$ cat config.mk
export PLATFORM = sky130hd
export DESIGN_NAME = neuron_sample_driver_flat
export DESIGN_NICKNAME = d
export VERILOG_FILES = /design/src/rtl/neuron_sample_driver_if.sv /design/src/rtl/neuron_sample_driver.sv /design/src/flat_wrapper.sv
export SDC_FILE = /design/constraint.sdc
export NUM_CORES = 1
export LEC_CHECK = 0
export ABC_AREA = 1
export CAP_MARGIN = 20
export CELL_PAD_IN_SITES_DETAIL_PLACEMENT = 0
export CELL_PAD_IN_SITES_GLOBAL_PLACEMENT = 1
export CORE_ASPECT_RATIO = 1.2
export CORE_MARGIN = 4
export CORE_UTILIZATION = 37
export CTS_CLUSTER_DIAMETER = 60
export DETAILED_ROUTE_END_ITERATION = 8
export PLACE_DENSITY_LB_ADDON = 0.1
export SETUP_SLACK_MARGIN = 0.02
export SYNTH_ARGS = -nofsm -noshare
export SYNTH_HDL_FRONTEND = slang
export SYNTH_SLANG_ARGS = --single-unit
$ cat constraint.sdc
create_clock -name CLK -period 2.6 [get_ports CLK]
set_input_delay 0.52 -clock CLK [delete_from_list [all_inputs] [get_ports CLK]]
set_output_delay 0.52 -clock CLK [all_outputs]
set_load 0.05 [all_outputs]
$ cat src/rtl/neuron_sample_driver_if.sv
// Sample-in stream, result-out stream and neuron core register bus of the sample driver.
// Pure wiring: no state, no latency.
// in_ready/out_ready carry the backpressure; the bus side has none (core answers in-cycle).
interface neuron_sample_driver_if #(
  parameter int Width = 32
);
  // input sample stream
  logic             in_valid;
  logic             in_ready;
  logic [Width-1:0] in_data;

  // register bus towards the neuron core
  logic             bus_write;
  logic             bus_read;
  logic [8:0]       bus_address;
  logic [Width-1:0] bus_writedata;
  logic [Width-1:0] bus_readdata;

  // result stream
  logic             out_valid;
  logic             out_ready;
  logic [Width-1:0] out_data;
  logic             out_error;

  // the driver: consumes samples, masters the bus, produces results
  modport master (
    input  in_valid, in_data,
    output in_ready,
    output bus_write, bus_read, bus_address, bus_writedata,
    input  bus_readdata,
    output out_valid, out_data, out_error,
    input  out_ready
  );

  // the surroundings: sample source, neuron core and result sink
  modport slave (
    output in_valid, in_data,
    input  in_ready,
    input  bus_write, bus_read, bus_address, bus_writedata,
    output bus_readdata,
    input  out_valid, out_data, out_error,
    output out_ready
  );
endinterface

$ cat src/rtl/neuron_sample_driver.sv
// Streams buffered samples through the neuron core: write sample, start, poll status, read result.
// At least 5 cycles from FIFO pop to out_valid (done on first poll); back-to-back costs 2 more.
// in_ready = FIFO not full; a result is held on the output until out_ready, stalling the bus.
module neuron_sample_driver #(
  parameter int         Width      = 32,
  parameter int         FifoDepth  = 4,
  parameter logic [8:0] DataAddr   = 9'd21,
  parameter logic [8:0] StartAddr  = 9'd22,
  parameter logic [8:0] StatusAddr = 9'd23,
  parameter logic [8:0] ResultAddr = 9'd24,
  parameter int         MaxPoll    = 255
) (
  input  logic                   CLK,
  input  logic                   reset,
  neuron_sample_driver_if.master io,
  output logic                   busy,
  output logic                   timeout_err
);

  localparam int PtrW  = (FifoDepth > 1) ? $clog2(FifoDepth) : 1;
  localparam int CntW  = $clog2(FifoDepth + 1);
  localparam int PollW = $clog2(MaxPoll + 1);

  localparam logic [CntW-1:0]  FifoFull = CntW'(FifoDepth);
  localparam logic [PollW-1:0] PollLast = PollW'(MaxPoll - 1);
  localparam logic [Width-1:0] StartCmd = Width'(1);

  typedef enum logic [2:0] {
    IDLE,
    WR_DATA,
    WR_START,
    WAIT,
    POLL,
    RD_RESULT,
    OUT_HOLD
  } state_t;

  state_t state, state_nxt;

  // ---------------------------------------------------------------------------
  // Input FIFO
  // ---------------------------------------------------------------------------
  logic [Width-1:0] fifo_mem [FifoDepth];
  logic [PtrW-1:0]  wr_ptr;
  logic [PtrW-1:0]  rd_ptr;
  logic [CntW-1:0]  count;
  logic             push;
  logic             pop;

  // Full is judged on the registered count only, so a pop in the same cycle
  // does not open the door early; this keeps in_ready free of FSM paths.
  assign io.in_ready = (count != FifoFull);
  assign push        = io.in_valid & io.in_ready;

  // FIFO pointers and occupancy; pointers wrap naturally since depth is a power of two
  always_ff @(posedge CLK) begin
    if (!reset) begin
      wr_ptr <= '0;
      rd_ptr <= '0;
      count  <= '0;
    end else begin
      if (push) wr_ptr <= wr_ptr + PtrW'(1);
      if (pop)  rd_ptr <= rd_ptr + PtrW'(1);
      case ({push, pop})
        2'b10:   count <= count + CntW'(1);
        2'b01:   count <= count - CntW'(1);
        default: count <= count;
      endcase
    end
  end

  // FIFO storage; contents need no reset because the pointers define validity
  always_ff @(posedge CLK) begin
    if (push) fifo_mem[wr_ptr] <= io.in_data;
  end

  // ---------------------------------------------------------------------------
  // Sequencer
  // ---------------------------------------------------------------------------
  logic [PollW-1:0] poll_cnt, poll_cnt_nxt;
  logic             err_lat, err_lat_nxt;

  logic             bus_write_nxt;
  logic             bus_read_nxt;
  logic [8:0]       bus_address_nxt;
  logic [Width-1:0] bus_writedata_nxt;

  logic             out_valid_nxt;
  logic [Width-1:0] out_data_nxt;
  logic             out_error_nxt;
  logic             timeout_err_nxt;

  assign busy = (state != IDLE);

  // State register
  always_ff @(posedge CLK) begin
    if (!reset) state <= IDLE;
    else        state <= state_nxt;
  end

  // Next state plus next values of every registered output. Bus strobes are
  // registered, so each state schedules the strobe of the state it enters.
  always_comb begin
    state_nxt         = state;
    pop               = 1'b0;
    poll_cnt_nxt      = poll_cnt;
    err_lat_nxt       = err_lat;
    bus_write_nxt     = 1'b0;
    bus_read_nxt      = 1'b0;
    bus_address_nxt   = io.bus_address;
    bus_writedata_nxt = io.bus_writedata;
    out_valid_nxt     = io.out_valid;
    out_data_nxt      = io.out_data;
    out_error_nxt     = io.out_error;
    timeout_err_nxt   = timeout_err;

    case (state)
      IDLE: begin
        // The popped head goes straight into the write-data register, which
        // doubles as the sample register for the rest of the transaction.
        if (count != '0) begin
          pop               = 1'b1;
          state_nxt         = WR_DATA;
          bus_write_nxt     = 1'b1;
          bus_address_nxt   = DataAddr;
          bus_writedata_nxt = fifo_mem[rd_ptr];
        end
      end

      WR_DATA: begin
        state_nxt         = WR_START;
        bus_write_nxt     = 1'b1;
        bus_address_nxt   = StartAddr;
        bus_writedata_nxt = StartCmd;
      end

      WR_START: begin
        // WAIT carries no strobe: the core needs a cycle to register start
        state_nxt = WAIT;
      end

      WAIT: begin
        poll_cnt_nxt    = '0;
        state_nxt       = POLL;
        bus_read_nxt    = 1'b1;
        bus_address_nxt = StatusAddr;
      end

      POLL: begin
        if (io.bus_readdata[0]) begin
          err_lat_nxt     = io.bus_readdata[1];
          state_nxt       = RD_RESULT;
          bus_read_nxt    = 1'b1;
          bus_address_nxt = ResultAddr;
        end else if (poll_cnt == PollLast) begin
          out_valid_nxt   = 1'b1;
          out_data_nxt    = '0;
          out_error_nxt   = 1'b1;
          timeout_err_nxt = 1'b1;
          state_nxt       = OUT_HOLD;
        end else begin
          poll_cnt_nxt    = poll_cnt + PollW'(1);
          bus_read_nxt    = 1'b1;
          bus_address_nxt = StatusAddr;
        end
      end

      RD_RESULT: begin
        out_valid_nxt = 1'b1;
        out_data_nxt  = io.bus_readdata;
        out_error_nxt = err_lat;
        state_nxt     = OUT_HOLD;
      end

      OUT_HOLD: begin
        if (io.out_ready) begin
          out_valid_nxt = 1'b0;
          state_nxt     = IDLE;
        end
      end

      default: state_nxt = IDLE;
    endcase
  end

  // Registered bus, result and status outputs; reset abandons any transaction
  always_ff @(posedge CLK) begin
    if (!reset) begin
      poll_cnt         <= '0;
      err_lat          <= 1'b0;
      io.bus_write     <= 1'b0;
      io.bus_read      <= 1'b0;
      io.bus_address   <= '0;
      io.bus_writedata <= '0;
      io.out_valid     <= 1'b0;
      io.out_data      <= '0;
      io.out_error     <= 1'b0;
      timeout_err      <= 1'b0;
    end else begin
      poll_cnt         <= poll_cnt_nxt;
      err_lat          <= err_lat_nxt;
      io.bus_write     <= bus_write_nxt;
      io.bus_read      <= bus_read_nxt;
      io.bus_address   <= bus_address_nxt;
      io.bus_writedata <= bus_writedata_nxt;
      io.out_valid     <= out_valid_nxt;
      io.out_data      <= out_data_nxt;
      io.out_error     <= out_error_nxt;
      timeout_err      <= timeout_err_nxt;
    end
  end

endmodule

$ cat src/flat_wrapper.sv
// flat-port wrapper written by rule: the top's interface ports become plain ports
module neuron_sample_driver_flat 
#(
  parameter int         Width      = 32,
  parameter int         FifoDepth  = 4,
  parameter logic [8:0] DataAddr   = 9'd21,
  parameter logic [8:0] StartAddr  = 9'd22,
  parameter logic [8:0] StatusAddr = 9'd23,
  parameter logic [8:0] ResultAddr = 9'd24,
  parameter int         MaxPoll    = 255
)
  (CLK, reset, busy, timeout_err, io_in_valid, io_in_data, io_in_ready, io_bus_write, io_bus_read, io_bus_address, io_bus_writedata, io_bus_readdata, io_out_valid, io_out_data, io_out_error, io_out_ready);
  neuron_sample_driver_if #(.Width(Width)) io_i ();
  input  logic CLK;
  input  logic reset;
  output logic busy;
  output logic timeout_err;
  input wire logic [$bits(io_i.in_valid)-1:0] io_in_valid;
  input wire logic [$bits(io_i.in_data)-1:0] io_in_data;
  output wire logic [$bits(io_i.in_ready)-1:0] io_in_ready;
  output wire logic [$bits(io_i.bus_write)-1:0] io_bus_write;
  output wire logic [$bits(io_i.bus_read)-1:0] io_bus_read;
  output wire logic [$bits(io_i.bus_address)-1:0] io_bus_address;
  output wire logic [$bits(io_i.bus_writedata)-1:0] io_bus_writedata;
  input wire logic [$bits(io_i.bus_readdata)-1:0] io_bus_readdata;
  output wire logic [$bits(io_i.out_valid)-1:0] io_out_valid;
  output wire logic [$bits(io_i.out_data)-1:0] io_out_data;
  output wire logic [$bits(io_i.out_error)-1:0] io_out_error;
  input wire logic [$bits(io_i.out_ready)-1:0] io_out_ready;
  assign io_i.in_valid = io_in_valid;
  assign io_i.in_data = io_in_data;
  assign io_in_ready = io_i.in_ready;
  assign io_bus_write = io_i.bus_write;
  assign io_bus_read = io_i.bus_read;
  assign io_bus_address = io_i.bus_address;
  assign io_bus_writedata = io_i.bus_writedata;
  assign io_i.bus_readdata = io_bus_readdata;
  assign io_out_valid = io_i.out_valid;
  assign io_out_data = io_i.out_data;
  assign io_out_error = io_i.out_error;
  assign io_i.out_ready = io_out_ready;
  neuron_sample_driver #(.Width(Width), .FifoDepth(FifoDepth), .DataAddr(DataAddr), .StartAddr(StartAddr), .StatusAddr(StatusAddr), .ResultAddr(ResultAddr), .MaxPoll(MaxPoll)) u_core (.CLK(CLK), .reset(reset), .io(io_i), .busy(busy), .timeout_err(timeout_err));
endmodule
==> metrics.txt <==
Leakage 3.89 nW; number of buffers created by CTS 24; GRT overflow 0; dpl hpwl 12700 µm; count leader, synth nand2_1; first-pass GRT wire length between 30000 and 40000 µm; Post-synth top cells nand2_1, edfxtp_1, nor2_1, dfxtp_1, a21oi_1; #FFs+latches synth about 220; worst vdd ir 555 µV; H-tree levels 1; # Max-Cap Violations 0; critical path class reg -> out; vias in the first global route 6355; post-route ant nets 0; DIE AREA 25700 µm²; chip height 175 µm; Ys Warns 0; count of different cell masters after synthesis 37; fraction of registers with async set/reset 0; I/O pin total 148; Final nets 1033; outcome completed; Tot GR Track Use 0.157; Sw Pwr 0.00479 W; diode count 0; clock share of power 0.280; worst-skew pair later-pin latency 520 ps; Hold Fails Final Rpt 0; Syn Area/Cell 10.5 µm²; IO Port Bufs 143; Syn Std Cell Area roughly 8600 µm²; worst path required time 2080 ps; number of antenna violations at the first check in global routing 0; clock root buffer clkbuf_16; dominant synthesized flop cell edfxtp_1; Worst Path Arrival 1980 ps; # DRC 0; Die Width 147 µm; Rows 60; WL final 20400 µm; total power 0.0127 W; fmax 399 MHz; DR pass1 iterations 5; Synth area leaders edfxtp_1, dfxtp_1, nand2_1; Power per Cell Area 1130 nW/µm²; Gate power share 0.358; wire length per cell 15.9 µm; RSZ-0062 raised after global routing no; Startpoint Class flip-flop; Hold Path Class reg -> reg; Worst-path clk slew around 60 ps; sequential area share after synthesis 0.670; clk buf depth 3; routability-driven placement congestion ratio 0.750; worst hold slack between 400 and 500 ps; Slew Limit Fails 0; setup_tns 0 ps; area delta synth->final 30.6%; postcts setup bufs 0; Reg power frac 0.361; Synth Instances 816; Final Cycle Share 0.963; CTS tree done; vias per inst 4.84; Setup Skew about 18 ps; sw frac 0.378; layout cell share with drive strength beyond 1 0.0954; PostCTS Resize Cnt 0; Sink Count 223; Starting Density 0.380; Vias between 6000 and 7000; CP endpoint kind primary output; crit-path max FO 4; Slew HR 0.450; largest net degree at the start of global routing 65; post-synth top area cell edfxtp_1; Final Setup Violations 0; post-synth top area share 0.448; Pint 0.00788 W; Detailed Route Iter0 Violations about 290; EDFF count, synth 128; Tmin final 2500 ps; Core Area 22600 µm²; actual slew at the worst max-slew pin 823 ps; hold buffers post-CTS 0
## power groups by stage
stage	registers [W]	clock network [W]	logic [W]
2_1_floorplan	0.00567	0	0.00213
3_3_place_gp	0.00463	0	0.00459
3_5_place_dp	0.00465	0	0.00463
4_1_cts	0.00458	0.00366	0.00465
5_1_grt	0.00465	0.00381	0.00498
6_report	0.00458	0.00355	0.00454
## area by class of cell
| cell class | count | area, µm² |
|---|---|---|
| well taps | 310 | 388 |
| inverters | 38 | 145 |
| multi-input cells | 511 | 2480 |
| clock buffers | 29 | 639 |
| flip-flops and latches | 223 | 5750 |
| clock inverters | 15 | 201 |
| fillers | 2055 | 11400 |
| repair buffers | 159 | 1600 |
## layer usage
metal,part of all wire,vias to the layer above,wire (µm),GRT usage
met4,0.017,0,356,0.0361
met1,0.45,2953,9220,0.201
met3,0.049,29,1010,0.0278
met5,0,-,0,0
li1,-,3062,-,-
met2,0.48,170,9840,0.276
## cells by family after synthesis
group | synth area share
xor+xnor | 0.00102
other cells | 0.000437
flops | 0.670
compound gates | 0.123
buf+inv | 0.0460
fa+ha+maj | 0.0125
simple gates | 0.148
## critical path, stage by stage, from the launching register on
cell and delay [ps]:
dfxtp_1 400, inv_1 120, nand2_2 120, clkdlybuf4s50_1 830
## flip-flops by register name, summed over array words and instances, names as in the netlist, named ones only
register	count
u_core.err_lat	1
u_core.wr_ptr	2
u_core.io.out_error	1
u_core.io.bus_address	5
u_core.poll_cnt	8
u_core.io.out_data	32
u_core.count	3
u_core.io.bus_write	1
u_core.fifo_mem	128
u_core.io.out_valid	1
u_core.rd_ptr	2
u_core.state	3
u_core.io.bus_writedata	32
u_core.io.bus_read	1
u_core.timeout_err	1
## path summary, 6_finish.rpt
check                                 to                    from  slack [ps]  depth (start not counted)
setup / recovery                    busy         u_core.state[1]         100                          3
hold / removal    u_core.io.out_data[15]  u_core.io.out_data[15]         460                          2
setup reg to reg         u_core.count[1]         u_core.state[0]         530                          7
hold reg to reg   u_core.io.out_data[15]  u_core.io.out_data[15]         460                          2
## placed cells by master, fill, tap and decap left out, types with 4 or more instances in the layout
| cell | n |
|---|---|
| nand2_1 | 158 |
| clkdlybuf4s50_1 | 143 |
| edfxtp_1 | 128 |
| dfxtp_1 | 94 |
| nor2_1 | 93 |
| a21oi_1 | 77 |
| o21ai_0 | 73 |
| inv_1 | 35 |
| o22ai_1 | 31 |
| clkbuf_16 | 24 |
| nand3_1 | 20 |
| nand2_2 | 13 |
| buf_4 | 12 |
| a21oi_2 | 8 |
| nor2_4 | 7 |
| ha_1 | 7 |
| conb_1 | 4 |
| bufinv_16 | 4 |
| buf_12 | 4 |
## stage by stage
step	cells	area, µm²	setup slack, ps	util
4_1_cts	1285	11200	72.2	0.496
2_1_floorplan	819	8590	-344	-
3_5_place_dp	1241	10400	384	0.459
6_report	1285	11200	95.9	0.496
5_1_grt	1285	11200	20.0	0.496
3_3_place_gp	1241	10400	361	0.459
(Power assumes the default switching activity.)
